**config.mk**
```make
export PLATFORM = sky130hd
export DESIGN_NAME = pe_psum_accumulator
export DESIGN_NICKNAME = d
export VERILOG_FILES = /design/src/rtl/pe_psum_accumulator_pkg.sv /design/src/rtl/pe_psum_accumulator_sat_add.sv /design/src/rtl/pe_psum_accumulator.sv
export SDC_FILE = /design/constraint.sdc
export NUM_CORES = 2
export LEC_CHECK = 0
export BUFFER_PORTS_ARGS = -buffer_cell sky130_fd_sc_hd__buf_2
export CORE_AREA = 5 5 464 466
export DETAILED_ROUTE_END_ITERATION = 6
export DIE_AREA = 0 0 469 471
export GPL_ROUTABILITY_DRIVEN = 0
export GPL_TIMING_DRIVEN = 0
export PLACE_DENSITY = 0.61
export REMOVE_ABC_BUFFERS = 1
export SKIP_CTS_REPAIR_TIMING = 1
export SLEW_MARGIN = 10
export SYNTH_ARGS = -nofsm -noshare
export SYNTH_HDL_FRONTEND = slang
export SYNTH_SLANG_ARGS = --single-unit
```
**constraint.sdc**
```tcl
create_clock -name clk -period 5.2 [get_ports clk]
set_input_delay 0.26 -clock clk [delete_from_list [all_inputs] [get_ports clk]]
set_output_delay 0.26 -clock clk [all_outputs]
set_load 0.1 [all_outputs]
```
**src/rtl/pe_psum_accumulator_pkg.sv**
```systemverilog
// pe_acc_pkg: shared sizing defaults, FSM state encoding and saturation
// limits for the PE partial-sum accumulator.
//   NUM_PE  PE lanes
//   PROD_W  signed product width per lane
//   ACC_W   signed accumulator width per lane
//   CNT_W   beat / tile counter width
package pe_acc_pkg;

  localparam int NUM_PE = 16;
  localparam int PROD_W = 32;
  localparam int ACC_W  = 40;
  localparam int CNT_W  = 16;

  typedef enum logic [1:0] {
    IDLE = 2'b00,
    ACC  = 2'b01,
    HOLD = 2'b10
  } state_t;

  localparam logic [ACC_W-1:0] ACC_MAX = {1'b0, {(ACC_W-1){1'b1}}};
  localparam logic [ACC_W-1:0] ACC_MIN = {1'b1, {(ACC_W-1){1'b0}}};

endpackage

```
**src/rtl/pe_psum_accumulator_sat_add.sv**
```systemverilog
// psum_sat_add: one accumulator lane. Sign-extends both operands to ACC_W+1
// bits, adds, and clamps the result to the signed ACC_W range.
// Ports:
//   acc   in   ACC_W   current accumulator value (signed)
//   prod  in   PROD_W  product to add (signed)
//   sum   out  ACC_W   saturated acc + prod
module psum_sat_add #(
  parameter int PROD_W = pe_acc_pkg::PROD_W,
  parameter int ACC_W  = pe_acc_pkg::ACC_W
) (
  input  logic [ACC_W-1:0]  acc,
  input  logic [PROD_W-1:0] prod,
  output logic [ACC_W-1:0]  sum
);

  localparam logic [ACC_W-1:0] SAT_MAX = {1'b0, {(ACC_W-1){1'b1}}};
  localparam logic [ACC_W-1:0] SAT_MIN = {1'b1, {(ACC_W-1){1'b0}}};

  logic [ACC_W:0] acc_ext_s;
  logic [ACC_W:0] prod_ext_s;
  logic [ACC_W:0] wide_s;

  assign acc_ext_s  = {acc[ACC_W-1], acc};
  assign prod_ext_s = {{(ACC_W+1-PROD_W){prod[PROD_W-1]}}, prod};
  assign wide_s     = acc_ext_s + prod_ext_s;

  // Clamp: the widened sum overflowed ACC_W when its two top bits disagree;
  // the extra top bit then carries the true sign.
  always_comb begin
    if (wide_s[ACC_W] != wide_s[ACC_W-1]) begin
      if (wide_s[ACC_W]) begin
        sum = SAT_MIN;
      end else begin
        sum = SAT_MAX;
      end
    end else begin
      sum = wide_s[ACC_W-1:0];
    end
  end

endmodule

```
**src/rtl/pe_psum_accumulator.sv**
```systemverilog
// pe_psum_accumulator: accumulates per-PE products over a reduction window of
// len beats, then moves the finished partial-sum vector into a one-entry
// shadow register drained through out_valid/out_ready. While the shadow is
// occupied the next tile keeps accumulating; if that tile also finishes before
// the shadow drains the block parks in HOLD and stalls the producer.
// Ports:
//   clk, rst        clock, synchronous active-high reset
//   start           pulse, loads cfg and begins a run (IDLE only)
//   cfg_reduce_len  beats per tile (0 acts as 1)
//   cfg_num_tiles   tiles per run (0 acts as 1)
//   prod_valid/prod product beat, lane i at [i*PROD_W +: PROD_W]
//   acc_stall       producer must hold its beat while high
//   out_valid/out_ready/out_data  shadow handshake, lane i at [i*ACC_W +: ACC_W]
//   tile_done_flag  one-cycle pulse when a tile enters the shadow
//   busy            run in progress or shadow still full
module pe_psum_accumulator
  import pe_acc_pkg::*;
#(
  parameter int NUM_PE = 16,
  parameter int PROD_W = 32,
  parameter int ACC_W  = 40,
  parameter int CNT_W  = 16
) (
  input  logic                     clk,
  input  logic                     rst,
  input  logic                     start,
  input  logic [CNT_W-1:0]         cfg_reduce_len,
  input  logic [CNT_W-1:0]         cfg_num_tiles,
  input  logic                     prod_valid,
  input  logic [NUM_PE*PROD_W-1:0] prod,
  output logic                     acc_stall,
  output logic                     out_valid,
  input  logic                     out_ready,
  output logic [NUM_PE*ACC_W-1:0]  out_data,
  output logic                     tile_done_flag,
  output logic                     busy
);

  localparam logic [CNT_W-1:0]        CNT_ZERO = {CNT_W{1'b0}};
  localparam logic [CNT_W-1:0]        CNT_ONE  = {{(CNT_W-1){1'b0}}, 1'b1};
  localparam logic [NUM_PE*ACC_W-1:0] VEC_ZERO = {(NUM_PE*ACC_W){1'b0}};

  state_t                    state_r, state_s;
  logic [CNT_W-1:0]          len_r, len_s;
  logic [CNT_W-1:0]          ntiles_r, ntiles_s;
  logic [CNT_W-1:0]          beat_cnt_r, beat_cnt_s;
  logic [CNT_W-1:0]          tile_cnt_r, tile_cnt_s;
  logic [NUM_PE*ACC_W-1:0]   acc_r, acc_s;
  logic [NUM_PE*ACC_W-1:0]   shadow_r, shadow_s;
  logic [NUM_PE*ACC_W-1:0]   sum_s;
  logic                      out_valid_r, out_valid_s;
  logic                      tile_done_r, tile_done_s;
  logic                      acc_stall_r;
  logic                      busy_r;
  logic                      beat_ok_s;
  logic                      last_beat_s;
  logic                      last_tile_s;
  logic                      shadow_free_s;

  for (genvar i = 0; i < NUM_PE; i++) begin : g_lane
    psum_sat_add #(
      .PROD_W (PROD_W),
      .ACC_W  (ACC_W)
    ) u_sat_add (
      .acc  (acc_r[i*ACC_W +: ACC_W]),
      .prod (prod[i*PROD_W +: PROD_W]),
      .sum  (sum_s[i*ACC_W +: ACC_W])
    );
  end

  assign beat_ok_s     = prod_valid & ~acc_stall_r;
  assign last_beat_s   = (beat_cnt_r == (len_r - CNT_ONE));
  assign last_tile_s   = (tile_cnt_r == (ntiles_r - CNT_ONE));
  // The shadow can take a new tile if empty or being drained this very cycle.
  assign shadow_free_s = ~out_valid_r | out_ready;

  // Next-state, counter, accumulator and shadow computation.
  always_comb begin
    state_s     = state_r;
    len_s       = len_r;
    ntiles_s    = ntiles_r;
    beat_cnt_s  = beat_cnt_r;
    tile_cnt_s  = tile_cnt_r;
    acc_s       = acc_r;
    shadow_s    = shadow_r;
    out_valid_s = out_valid_r & ~out_ready;
    tile_done_s = 1'b0;
    case (state_r)
      IDLE: begin
        if (start) begin
          len_s      = (cfg_reduce_len == CNT_ZERO) ? CNT_ONE : cfg_reduce_len;
          ntiles_s   = (cfg_num_tiles == CNT_ZERO) ? CNT_ONE : cfg_num_tiles;
          acc_s      = VEC_ZERO;
          beat_cnt_s = CNT_ZERO;
          tile_cnt_s = CNT_ZERO;
          state_s    = ACC;
        end else begin
          state_s = IDLE;
        end
      end
      ACC: begin
        if (beat_ok_s) begin
          if (!last_beat_s) begin
            acc_s      = sum_s;
            beat_cnt_s = beat_cnt_r + CNT_ONE;
          end else if (shadow_free_s) begin
            shadow_s    = sum_s;
            out_valid_s = 1'b1;
            acc_s       = VEC_ZERO;
            beat_cnt_s  = CNT_ZERO;
            tile_done_s = 1'b1;
            // The tile counter stops at ntiles-1 on the final tile.
            if (last_tile_s) begin
              state_s = IDLE;
            end else begin
              tile_cnt_s = tile_cnt_r + CNT_ONE;
            end
          end else begin
            // Finished tile parks in the accumulators until the shadow frees.
            acc_s      = sum_s;
            beat_cnt_s = CNT_ZERO;
            state_s    = HOLD;
          end
        end else begin
          state_s = ACC;
        end
      end
      HOLD: begin
        if (shadow_free_s) begin
          shadow_s    = acc_r;
          out_valid_s = 1'b1;
          acc_s       = VEC_ZERO;
          tile_done_s = 1'b1;
          if (last_tile_s) begin
            state_s = IDLE;
          end else begin
            tile_cnt_s = tile_cnt_r + CNT_ONE;
            state_s    = ACC;
          end
        end else begin
          state_s = HOLD;
        end
      end
      default: begin
        state_s = IDLE;
      end
    endcase
  end

  // State registers; status outputs are registered from next-state values.
  always_ff @(posedge clk) begin
    if (rst) begin
      state_r     <= IDLE;
      len_r       <= CNT_ZERO;
      ntiles_r    <= CNT_ZERO;
      beat_cnt_r  <= CNT_ZERO;
      tile_cnt_r  <= CNT_ZERO;
      acc_r       <= VEC_ZERO;
      shadow_r    <= VEC_ZERO;
      out_valid_r <= 1'b0;
      tile_done_r <= 1'b0;
      acc_stall_r <= 1'b0;
      busy_r      <= 1'b0;
    end else begin
      state_r     <= state_s;
      len_r       <= len_s;
      ntiles_r    <= ntiles_s;
      beat_cnt_r  <= beat_cnt_s;
      tile_cnt_r  <= tile_cnt_s;
      acc_r       <= acc_s;
      shadow_r    <= shadow_s;
      out_valid_r <= out_valid_s;
      tile_done_r <= tile_done_s;
      acc_stall_r <= (state_s == HOLD);
      busy_r      <= (state_s != IDLE) | out_valid_s;
    end
  end

  assign acc_stall      = acc_stall_r;
  assign out_valid      = out_valid_r;
  assign out_data       = shadow_r;
  assign tile_done_flag = tile_done_r;
  assign busy           = busy_r;

endmodule
```
==> flow_metrics.env <==
export IMPL_status="finished clean"
export IMPL_top_layer_used="met5"
export IMPL_ys_warn_count=0
export IMPL_drt_wl_total_um=383000
export IMPL_crit_fanout=31
export IMPL_seqCellArea_um2=27000
export IMPL_max_freq_mhz=193
export IMPL_fillers=20200
export IMPL_yosysTopAreaCell="dfxtp_1"
export IMPL_crit_chain="ha_2 > and4_1 > and3_1 > a31oi_4 > a21oi_4 > o2111ai_4 > a2111oi_2 > o32ai_1 > buf_4 > o21ai_2 > a21o_1 > a21oi_2 > xnor2_2 > ha_4 > buf_16 > or3b_2 > o32ai_4 > buf_4 > or2_4 > a2bb2oi_1 > a21oi_1"
export IMPL_synth_edf_count=0
export IMPL_seq_power_share_pct=33.6
export IMPL_drive_above_1_share_pct=16.8
export IMPL_grt_pass1_wl_um=552000
export IMPL_arrival_ps=5880
export IMPL_clk_pin_slew_ps=60
export IMPL_drt_pass1_iterations=6
export IMPL_finalSetupTns_ps=0
export IMPL_utilization_pct=51.4
export IMPL_htree_levels=4
export IMPL_fin_nets=13700
export IMPL_switchingPower_w=0.0111
export IMPL_hold_violations=0
export IMPL_hold_depth=5
export IMPL_synthArstFlopShare_pct=0
export IMPL_synth_top_flop_cell="dfxtp_1"
export IMPL_port_buffers=1192
export IMPL_drt_initial_drc_count=8693
export IMPL_grt_usage_pct=31.9
export IMPL_combPwrFrac_pct=28.6
export IMPL_cts_tree="done"
export IMPL_coreArea_um2=211000
export IMPL_wl_met1_um=153000
export IMPL_min_path_type="in2reg"
export IMPL_fin_crit_ps=5170
export IMPL_wl_met3_um=37800
export IMPL_r2r_cells=21
export IMPL_ys_top_cells_by_count="1350 x dfxtp_1, 1249 x nand2_1, 1168 x a21oi_1, 1100 x o21ai_0, 927 x nor2_1"
export IMPL_r2r_end="out_data[489]"
export IMPL_p_leak_nw=48.8
export IMPL_crit_type="reg2reg"
export IMPL_clock_sinks=1350
export IMPL_finalWorstSetupSlack_ps=31.9
export IMPL_synth_yosys_seq_area_share_pct=30.2
export IMPL_critPathTopFamily="compound AO/OA/AOI/OAI gates"
export IMPL_post_route_period_util_pct=99.4
export IMPL_clk_latency_ps=820
export IMPL_die_height_um=471
export IMPL_cpPeakStageDelay_ps=510
export IMPL_hold_end="out_data[416]"
export IMPL_maxSlewHeadroom_pct=22.2
export IMPL_initial_core_util_pct=42.4
export IMPL_cts_root_buf="clkbuf_16"
export IMPL_drv_slew=0
export IMPL_syn_inst=11400
export IMPL_dpl_hpwl_um=277000
export IMPL_fp_dieW_um=469
export IMPL_ff2ff_setup_slack_ps=30
export IMPL_wl_per_cell_um=24.7
export IMPL_p_per_area_nw_per_um2=301
export IMPL_grt_pass1_vias=87900
export IMPL_post_place_ws_ps=-2870
export IMPL_fp_row_count=169
export IMPL_swShare_pct=34.0
export IMPL_finalSetupViolCount=0
export IMPL_yosysMostFrequentCell="dfxtp_1"
export IMPL_synth_seq_cells=1350
export IMPL_synth_distinct_cells=104
export IMPL_vias_per_cell=6.14
export IMPL_hold_ws_ps=2.14
export IMPL_netlist_area_um2=89400
export IMPL_tightest_slew_ps=1170
export IMPL_clockBufferDepth=3
export IMPL_r2r_start="acc_r[488]"
export IMPL_required_ps=5910
export IMPL_drc=0
export IMPL_numCtsBuffers=165
export IMPL_pin_count=1193
export IMPL_grt_max_degree=111
export IMPL_clkPwrFrac_pct=37.7
export IMPL_worst_path_buf_inv=3
export IMPL_cp_slowest_cell="or3b_2"
export IMPL_peakVddDrop_v=0.000331
export IMPL_crit_top_cell="buf_4"
export IMPL_syn_area_per_cell_um2=7.82
export IMPL_wl_met2_um=165000
export IMPL_overflow=0
export IMPL_vias=95200
export IMPL_maxCapViolations=0
export IMPL_antenna_left=0
export IMPL_min_from="prod[336]"
export IMPL_yosys_area_top_type_share_pct=30.2
export IMPL_skew_ps=33.9
export IMPL_antenna_found_initial=142
export IMPL_dieArea_um2=221000
export IMPL_ys_top_cells_by_area="dfxtp_1 30%, ha_1 9.5%, a21oi_1 6.5%"
export IMPL_cp_end_kind="flip-flop"
export IMPL_multi_input_area_um2=60100
export IMPL_area_growth_pct=21.2
export IMPL_p_int_w=0.0215
export IMPL_cp_start_kind="flip-flop"
## routing by layer
layer	vias up	GRT usage (%)
met4	44	19.7
met5	-	0
li1	44300	-
met2	4387	48.6
met1	45600	40.4
met3	993	8.11
## worst max path at each step
stage | slack [ps] | from | cells after the start | end
floorplan | -28060 | state_r[0] | 8 | out_data[597]
global placement | -112360 | state_r[0] | 8 | out_data[597]
detailed placement | -2870 | prod[296] | 19 | out_data[380]
CTS | -2830 | acc_r[368] | 18 | out_data[380]
global route | -80 | acc_r[488] | 21 | out_data[497]
finish | 30 | acc_r[488] | 21 | out_data[489]
## power by group through the flow
stage / logic, W / registers, W / clock network [W]
2_1_floorplan: 0.00551 / 0.0111 / 0
3_3_place_gp: 0.00784 / 0.0112 / 0
3_5_place_dp: 0.00813 / 0.0112 / 0
4_1_cts: 0.00819 / 0.0110 / 0.0125
5_1_grt: 0.0101 / 0.0110 / 0.0129
6_report: 0.00933 / 0.0110 / 0.0123
## area by class of cell
| class | count | area share, % |
|---|---|---|
| Timing Repair Buffer | 1544 | 10.1 |
| Timing Repair inverter | 8 | 0.0439 |
| Clock buffer | 234 | 4.51 |
| Inverter | 195 | 0.734 |
| Sequential cell | 1350 | 24.9 |
| Tap cell | 2821 | 3.26 |
| Clock inverter | 70 | 0.779 |
| Multi-Input combinational cell | 9178 | 55.4 |
| Antenna cell | 102 | 0.235 |
## flip-flops by register name (all words and copies together), names as in the netlist
name and flops:
acc_stall 1, state_r 2, busy 1, ntiles_r 16, beat_cnt_r 16, acc_r 640, len_r 16, out_data 640
tile_done_flag 1, out_valid 1, tile_cnt_r 16
## cells by family after synthesis
kind of cell / after synthesis / share of synthesized area, %
AOI/OAI and AO/OA: 4430 / 31.7
buffers and inverters: 902 / 4.21
and+or+nand+nor: 3393 / 17.4
muxes: 86 / 0.974
adders and majority gates: 697 / 9.88
xor gates and xnor gates: 569 / 5.57
DFF: 1350 / 30.2
## cells in the final DEF, fill, tap and decap left out, types with 101 or more instances in the layout
master,netlist,final
dfxtp_1,1350,1349
nand2_1,1249,1244
buf_2,95,1191
a21oi_1,1168,1147
o21ai_0,1100,1080
nor2_1,927,900
ha_1,678,657
a21o_1,434,433
xnor2_1,324,323
xor2_1,245,242
nor3_1,200,196
a22oi_1,188,186
or3_1,185,185
inv_1,192,180
clkbuf_16,0,175
nand3_1,165,162
o21ai_1,146,151
a211oi_1,148,136
and3_1,128,126
o211ai_1,125,125
buf_4,10,125
nand2b_1,126,123
a221oi_1,135,122
a31oi_1,124,118
o21bai_1,106,104
diode_2,0,102
o21a_1,102,101
## metrics by stage
stage	cells	total power [W]	area, um^2
final	15500	0.0326	108000
after global routing	15500	0.0340	108000
after global placement	14700	0.0190	95900
after floorplan	10700	0.0166	86400
after CTS	15200	0.0316	105000
after detailed placement	14900	0.0193	99200
## worst reg2reg max path: cells and delay by family (launching register included)
| kind | cells | cell delay, ps |
|---|---|---|
| flops | 1 | 370 |
| xor+xnor | 1 | 110 |
| buf+inv | 3 | 560 |
| fa+ha+maj | 2 | 630 |
| simple gates | 4 | 1170 |
| compound gates | 11 | 2200 |
Note: power is estimated with default switching activity, not from simulation.
